`src/rtl/multicycle_control_fsm.sv`:
```
// Main control unit for the multicycle MIPS-subset processor.
// Moore sequencer for fetch / decode / execute / memory / write-back, with
// stalls on the shared instruction/data memory handshake (mem_ready).
// Datapath controls decode from the current state. In FETCH, ir_write and
// pc_write also depend on mem_ready, so the IR and PC load only when the
// fetch completes.
// Optional feature macro: ADDI_EN enables the addi path (opcode 0x08 via
// ADDIEXEC/ADDIWB). When it is undefined, opcode 0x08 is illegal and
// encodings 11/12 decode like the unused encodings.
//
// state    | enc | meaning
// ---------+-----+-------------------------------------------------------
// RESET    |  0  | held in reset, all controls off
// FETCH    |  1  | read instruction at PC, PC <- PC+4 when memory ready
// DECODE   |  2  | precompute branch target, dispatch on opcode
// MEMADDR  |  3  | ALU computes load/store address (A + sign-ext imm)
// MEMREAD  |  4  | data memory read at ALUOut, waits for mem_ready
// MEMWB    |  5  | MDR written to rt
// MEMWRITE |  6  | data memory write at ALUOut, waits for mem_ready
// EXECUTE  |  7  | R-type ALU operation (funct decoded)
// ALUWB    |  8  | ALUOut written to rd
// BRANCH   |  9  | compare A-B, PC <- branch target if zero
// JUMP     | 10  | PC <- jump target
// ADDIEXEC | 11  | A + sign-ext imm (ADDI_EN only)
// ADDIWB   | 12  | ALUOut written to rt (ADDI_EN only)
// 13..15   |  -  | unused, controls off, return to FETCH

module multicycle_control_fsm (
    input  logic       clock,
    input  logic       reset_n,
    input  logic [5:0] opcode,
    input  logic       mem_ready,
    output logic       pc_write,
    output logic       pc_write_cond,
    output logic       i_or_d,
    output logic       mem_read,
    output logic       mem_write,
    output logic       ir_write,
    output logic       reg_dst,
    output logic       mem_to_reg,
    output logic       reg_write,
    output logic       alu_src_a,
    output logic [1:0] alu_src_b,
    output logic [1:0] alu_op,
    output logic [1:0] pc_source,
    output logic       illegal_op,
    output logic [3:0] state
);

    typedef enum logic [3:0] {
        S_RESET    = 4'd0,
        S_FETCH    = 4'd1,
        S_DECODE   = 4'd2,
        S_MEMADDR  = 4'd3,
        S_MEMREAD  = 4'd4,
        S_MEMWB    = 4'd5,
        S_MEMWRITE = 4'd6,
        S_EXECUTE  = 4'd7,
        S_ALUWB    = 4'd8,
        S_BRANCH   = 4'd9,
        S_JUMP     = 4'd10,
        S_ADDIEXEC = 4'd11,
        S_ADDIWB   = 4'd12
    } state_e;

    localparam logic [5:0] OP_RTYPE = 6'h00;
    localparam logic [5:0] OP_J     = 6'h02;
    localparam logic [5:0] OP_BEQ   = 6'h04;
    localparam logic [5:0] OP_ADDI  = 6'h08;
    localparam logic [5:0] OP_LW    = 6'h23;
    localparam logic [5:0] OP_SW    = 6'h2B;

    state_e state_q;
    state_e state_d;
    logic   op_legal;

    // Opcode support check used by DECODE for dispatch and illegal_op.
    always_comb begin
        op_legal = 1'b0;
        case (opcode)
            OP_LW, OP_SW, OP_RTYPE, OP_BEQ, OP_J: op_legal = 1'b1;
`ifdef ADDI_EN
            OP_ADDI:                              op_legal = 1'b1;
`endif
            default:                              op_legal = 1'b0;
        endcase
    end

    // Next-state selection; unused encodings fall back to FETCH.
    always_comb begin
        state_d = S_FETCH;
        case (state_q)
            S_RESET:    state_d = S_FETCH;
            S_FETCH:    state_d = mem_ready ? S_DECODE : S_FETCH;
            S_DECODE: begin
                case (opcode)
                    OP_LW, OP_SW: state_d = S_MEMADDR;
                    OP_RTYPE:     state_d = S_EXECUTE;
                    OP_BEQ:       state_d = S_BRANCH;
                    OP_J:         state_d = S_JUMP;
`ifdef ADDI_EN
                    OP_ADDI:      state_d = S_ADDIEXEC;
`endif
                    default:      state_d = S_FETCH;
                endcase
            end
            S_MEMADDR: begin
                if (opcode == OP_LW)      state_d = S_MEMREAD;
                else if (opcode == OP_SW) state_d = S_MEMWRITE;
                else                      state_d = S_FETCH;
            end
            S_MEMREAD:  state_d = mem_ready ? S_MEMWB : S_MEMREAD;
            S_MEMWB:    state_d = S_FETCH;
            S_MEMWRITE: state_d = mem_ready ? S_FETCH : S_MEMWRITE;
            S_EXECUTE:  state_d = S_ALUWB;
            S_ALUWB:    state_d = S_FETCH;
            S_BRANCH:   state_d = S_FETCH;
            S_JUMP:     state_d = S_FETCH;
`ifdef ADDI_EN
            S_ADDIEXEC: state_d = S_ADDIWB;
            S_ADDIWB:   state_d = S_FETCH;
`endif
            default:    state_d = S_FETCH;
        endcase
    end

    // State register; reset drops to RESET at once, even mid-stall.
    always_ff @(posedge clock or negedge reset_n) begin
        if (!reset_n) begin
            state_q <= S_RESET;
        end else begin
            state_q <= state_d;
        end
    end

    // Datapath control decode; anything not set for a state stays 0.
    always_comb begin
        pc_write      = 1'b0;
        pc_write_cond = 1'b0;
        i_or_d        = 1'b0;
        mem_read      = 1'b0;
        mem_write     = 1'b0;
        ir_write      = 1'b0;
        reg_dst       = 1'b0;
        mem_to_reg    = 1'b0;
        reg_write     = 1'b0;
        alu_src_a     = 1'b0;
        alu_src_b     = 2'b00;
        alu_op        = 2'b00;
        pc_source     = 2'b00;
        illegal_op    = 1'b0;
        case (state_q)
            S_FETCH: begin
                mem_read  = 1'b1;
                alu_src_b = 2'b01;
                ir_write  = mem_ready;
                pc_write  = mem_ready;
            end
            S_DECODE: begin
                alu_src_b  = 2'b11;
                illegal_op = ~op_legal;
            end
            S_MEMADDR: begin
                alu_src_a = 1'b1;
                alu_src_b = 2'b10;
            end
            S_MEMREAD: begin
                mem_read = 1'b1;
                i_or_d   = 1'b1;
            end
            S_MEMWB: begin
                mem_to_reg = 1'b1;
                reg_write  = 1'b1;
            end
            S_MEMWRITE: begin
                mem_write = 1'b1;
                i_or_d    = 1'b1;
            end
            S_EXECUTE: begin
                alu_src_a = 1'b1;
                alu_op    = 2'b10;
            end
            S_ALUWB: begin
                reg_dst   = 1'b1;
                reg_write = 1'b1;
            end
            S_BRANCH: begin
                alu_src_a     = 1'b1;
                alu_op        = 2'b01;
                pc_write_cond = 1'b1;
                pc_source     = 2'b01;
            end
            S_JUMP: begin
                pc_write  = 1'b1;
                pc_source = 2'b10;
            end
`ifdef ADDI_EN
            S_ADDIEXEC: begin
                alu_src_a = 1'b1;
                alu_src_b = 2'b10;
            end
            S_ADDIWB: begin
                reg_write = 1'b1;
            end
`endif
            default: ;
        endcase
    end

    assign state = state_q;

endmodule

```
`config.mk`:
```
export PLATFORM = sky130hd
export DESIGN_NAME = multicycle_control_fsm
export DESIGN_NICKNAME = d
export VERILOG_FILES = /design/src/rtl/multicycle_control_fsm.sv
export SDC_FILE = /design/constraint.sdc
export NUM_CORES = 1
export LEC_CHECK = 0
export BUFFER_PORTS_ARGS = -buffer_cell sky130_fd_sc_hd__clkbuf_2
export CORE_AREA = 2 2 39 41
export DETAILED_ROUTE_END_ITERATION = 10
export DIE_AREA = 0 0 41 43
export GPL_TIMING_DRIVEN = 0
export PLACE_DENSITY_LB_ADDON = 0.1
export SYNTH_ARGS = -nofsm -noshare
export SYNTH_HDL_FRONTEND = slang
export SYNTH_SLANG_ARGS = --single-unit
```
`constraint.sdc`:
```
create_clock -name clock -period 2.5 [get_ports clock]
set_clock_uncertainty 0.15 [all_clocks]
set_input_delay 0.375 -clock clock [delete_from_list [all_inputs] [get_ports clock]]
set_output_delay 0.375 -clock clock [all_outputs]
set_load 0.05 [all_outputs]
```
Word level (Yosys, flattened, before mapping)
Index checks and enable logic that the tools add are counted.
W data, S select, Z words.

storage, ports and cells
  flip-flop bits (word level) = 4
  output and inout bits = 21
  logic and storage cells = 45
  input port bits = 9

cells by class
  bitwise logic cells = 1
  reductions and logical operators = 7
  multiplexer cells = 22
  equality and inequality tests = 14

operator list
  operator              count
  $pmux W4 S6           1
  $eq A4 B3 Y1 const B  4
  $pmux W4 S4           1
  $eq A4 B4 Y1 const B  3
  $eq A6 B6 Y1 const B  2
  $mux W1               12
  $mux W3               3
  $eq A4 B2 Y1 const B  2
  $pmux W2 S2           2
  $reduce_or A2 Y1      4
  $eq A6 B2 Y1 const B  1
  $eq A6 B3 Y1 const B  1
  $logic_not A6 Y1      1
  $pmux W2 S3           1
  $reduce_or A5 Y1      1
  $eq A4 B1 Y1 const B  1
  $reduce_or A3 Y1      1
  $mux W2               1
  $pmux W1 S2           1
  $not A1 Y1            1

Logic depth before layout (Yosys ltp)
  word-level depth = 5
  depth in mapped cells = 4
  depth with buffers taken out = 3

Least setup slack after synthesis
OpenSTA, ideal clock, no wires.

  path type = flip-flop to output port
  start = register state_q[2], in the netlist state[2]
  end = output reg_write
  arrival = 2.633 ns
  stages on the path, launching flop included = 5
  required time = 1.975 ns
  setup slack = -0.658 ns
  path through = dfrtp_1 buf_6 nand2b_1 nor3_1 or2_1

between the ends
  longest elaborated chain between the ends = 3
  elaborated cells on any way between the ends = 4
  classes of those cells = eq/ne: 2; mux: 1; reduce/logical: 1

ends and longest elaborated chain
  item                                          RTL line  text
  start, declared                               73        state_e state_q;
  start signal, assigned                        132       state_q <= state_d;
  $eq A4 B4 Y1 or $eq A4 B3 Y1 (tied branches)  152       case (state_q)
  $reduce_or A2 Y1 (no source line) (*)         -
  $mux W1 (*)                                   152
  end, declared                                 41        output logic reg_write,

Every way passes the cells marked *; elsewhere a longest branch is shown, timed or not.

Final worst setup path
  start = register state_q[0], in the netlist state[0]
  end = output illegal_op

between the ends
  longest elaborated chain between the ends = 2

ends and longest elaborated chain
  item           RTL line  text
  $eq A4 B2 Y1   152
  $mux W1        152
  end, declared  46        output logic illegal_op,

No other way between the ends.

==> out/summary.log <==
[global_routing] global-route wire length before repair 2.03 mm
[synthesis] proportion of synthesized chip area in sequential cells 19.6%
[sta] setup repair after global routing missed its margin no
[die] horizontal die dimension 41 µm
[route] DRT Pass-1 Iters 4
[cts] clock insertion delay at the later pin of the skew report 0.23 ns
[synthesis] number of synthesized flops with an enable pin 0
[sta] final hold vios 0
[layout] flip-flop count of the largest register, all copies and words added 4
[synthesis] mean instance size in the synthesized netlist 8.39 µm²
[cts] clk sinks 4
[sta] Max Slew Vio Count 0
[critical_path] worst path arrival time 1.64 ns
[sta] fraction of the cycle the final worst path needs 86.8%
[synthesis] flops & latches, synth 4
[place] global placer's final weighted congestion 0.689
[critical_path] critical path startpoint category flip-flop
[layout] share of post-route cells with drive strength above 1 51.1%
[route] total number of vias 561
[synthesis] count leader, synth nor2_1
[critical_path] internal reg-to-reg setup slack 0.95 ns
[sta] worst slew margin relative to its limit 70.4%
[synthesis] fraction of registers with async set/reset 100%
[layout] post-layout net count 105
[synthesis] Post-Synthesis Cells 61
[power_and_ir_drop] peak supply drop 680 µV
[global_routing] number of global-route vias before repair 472
[die] die height 43 µm
[critical_path] Crit Reg-Reg Startpoint state[2]
[global_routing] overall routing resource usage 15.9%
[route] violation count after the first detailed-routing iteration 5
[die] initial core utilization 37.0%
[power_and_ir_drop] Clk network pwr share 11.1%
[synthesis] leading cell types by count after synthesis 10 x nor2_1, 4 x dfrtp_1, 4 x nand2b_1, 4 x nor3_1, 3 x buf_6
[global_routing] grt total ovfl 0
[cts] hold-fix buffers at CTS 1
[synthesis] commonest register cell after synthesis dfrtp_1
[power_and_ir_drop] Combinational Power Share 75.1%
[power_and_ir_drop] static leakage power 0.360 nW
[power_and_ir_drop] Sw Ratio 57.0%
[sta] actual transition at the worst max-transition pin 0.442 ns
[critical_path] worst reg-to-reg path cell count 4
[synthesis] area share of the leading cell type in the synthesized netlist 19.6%
[power_and_ir_drop] share of total power in sequential cells 13.8%
[critical_path] Max FO, Critical Path 6
[layout] antenna cell count 0
[route] wire length reported by the detailed router 1.24 mm
[sta] setup TNS 0 ns
[cts] number of resized instances in the post-cts repair step 0
[route] routed len/inst 11.3 µm
[cts] CTS tree built
[power_and_ir_drop] power spent charging and discharging nets 0.000399 W
[critical_path] list of cells traversed by the critical path nor4b_2, and3_1, clkbuf_2
[critical_path] crit path kind reg2out
[power_and_ir_drop] Power per Cell Area 961 nW/µm²
[synthesis] main area contributors after synthesis dfrtp_1 20%, nor2_1 7.3%, buf_6 6.6%, nand2b_1 4.9%, nor4bb_4 4.9%
[cts] Clk pin slew, worst setup/hold paths 0.04 ns
[critical_path] slowest cell on the critical path nor4b_2
[die] core box area 1380 µm²
[min_path] HP Class in2async
[job] count of max-cap constraint violations 0
[synthesis] library cell with the largest summed area after synthesis dfrtp_1
[cts] Post-CTS Setup Bufs 0
[route] DRC violation count after routing 0
[critical_path] Data required, critical path 1.98 ns
[critical_path] CP max stage delay 0.49 ns
[global_routing] number of antenna violations at the first check in global routing 0
[power_and_ir_drop] internal power consumption 0.000302 W
[synthesis] net count after synthesis 70
[synthesis] area of the mapped netlist 512 µm²
[layout] final core utilization 52.7%
[status] outcome completed
[layout] signed area change from the synthesized netlist to the final layout 42.5%
[place] Detail Placement HPWL 1.02 mm
[cts] maximum clock insertion buffer count 2
[synthesis] Synth cell types 35
[cts] H-Tree Level Count 1
[sta] setup-violating endpoint count in the final report 0
[die] # IOs 30
[synthesis] warning count from the yosys run 0
[die] Core Rows 14
[cts] library cell used as clock root buffer clkbuf_4
[die] DIE AREA 1760 µm²
[route] per-cell via count in the routed design 5.10
[critical_path] category of the worst setup path capture point output port
[place] quantity of I/O buffers inserted on ports 29
[sta] final critical-path required period 2.17 ns
[cts] total CTS buffers 3
[critical_path] reg-to-reg endpoint state[0]
[global_routing] largest net degree at the start of global routing 11
[route] number of antenna-violating nets in the routed design 0
[sta] highest clock frequency the design can meet 461 MHz
## metrics by stage
| stage | cell area (µm²) | hold WS [ns] | setup WS, ns | power, W | cells |
|---|---|---|---|---|---|
| after CTS | 729 | 0.330 | 0.313 | 0.000710 | 110 |
| after global placement | 697 | 0.0325 | 0.568 | 0.000624 | 106 |
| after floorplan | 532 | -0.0706 | -0.260 | 0.000524 | 61 |
| after detailed placement | 697 | 0.0333 | 0.572 | 0.000628 | 106 |
| after global routing | 729 | 0.343 | 0.195 | 0.000751 | 110 |
| final | 729 | 0.334 | 0.330 | 0.000701 | 110 |
## logic make-up after synthesis
logic type | count (synthesis) | share of synthesized area (%)
compound gates | 10 | 16.6
xor+xnor | 2 | 3.42
buf+inv | 7 | 11.0
flops | 4 | 19.6
mux | 2 | 4.16
simple gates | 36 | 45.2
## worst max-delay path by stage
stage,startpoint,endpoint,depth (start not counted)
floorplan,state[1],reg_write,4
global placement,state[0],illegal_op,3
detailed placement,state[0],illegal_op,3
CTS,state[0],illegal_op,3
global route,state[0],illegal_op,3
finish,state[0],illegal_op,3
## metal layers
layer,vias to the layer above,part of all wire [%],GRT usage [%]
li1,287,-,-
met4,0,1.1,6.00
met3,2,4.4,0
met1,254,43,21.7
met5,-,0,0
met2,18,52,25.6
## cell type report
cell class,instances,area (µm²)
Fill cell,147,654
Multi-Input combinational cell,50,375
Clock buffer,3,22.5
Buffer,5,48.8
Sequential cell,4,100
Tap cell,16,20.0
Timing Repair Buffer,30,155
Inverter,2,7.51
## power groups by stage
stage / registers [W] / logic, W / clock network [W]
final: 0.0000965 / 0.000526 / 0.0000781
after detailed placement: 0.0000974 / 0.000530 / 0
after global routing: 0.0000990 / 0.000565 / 0.0000862
after CTS: 0.0000965 / 0.000533 / 0.0000813
after floorplan: 0.000144 / 0.000380 / 0
after global placement: 0.0000975 / 0.000527 / 0
## cells in the final DEF (no fill, tap or decap), types with 2 or more instances in the layout
cell,n
clkbuf_4,3
xnor2_1,2
nor3_2,4
dfrtp_1,4
nand3_1,2
nand2_1,2
nand2b_1,4
nand3b_1,2
and3_1,2
buf_6,3
buf_4,2
nor2_1,10
clkbuf_2,29
## critical path: cells and delay by family (launching register included)
kind                   cells  cell delay (ns)
and+or+nand+nor            2             0.72
DFF                        1             0.43
buffers and inverters      1             0.27
Note: power is estimated with default switching activity, not from simulation.
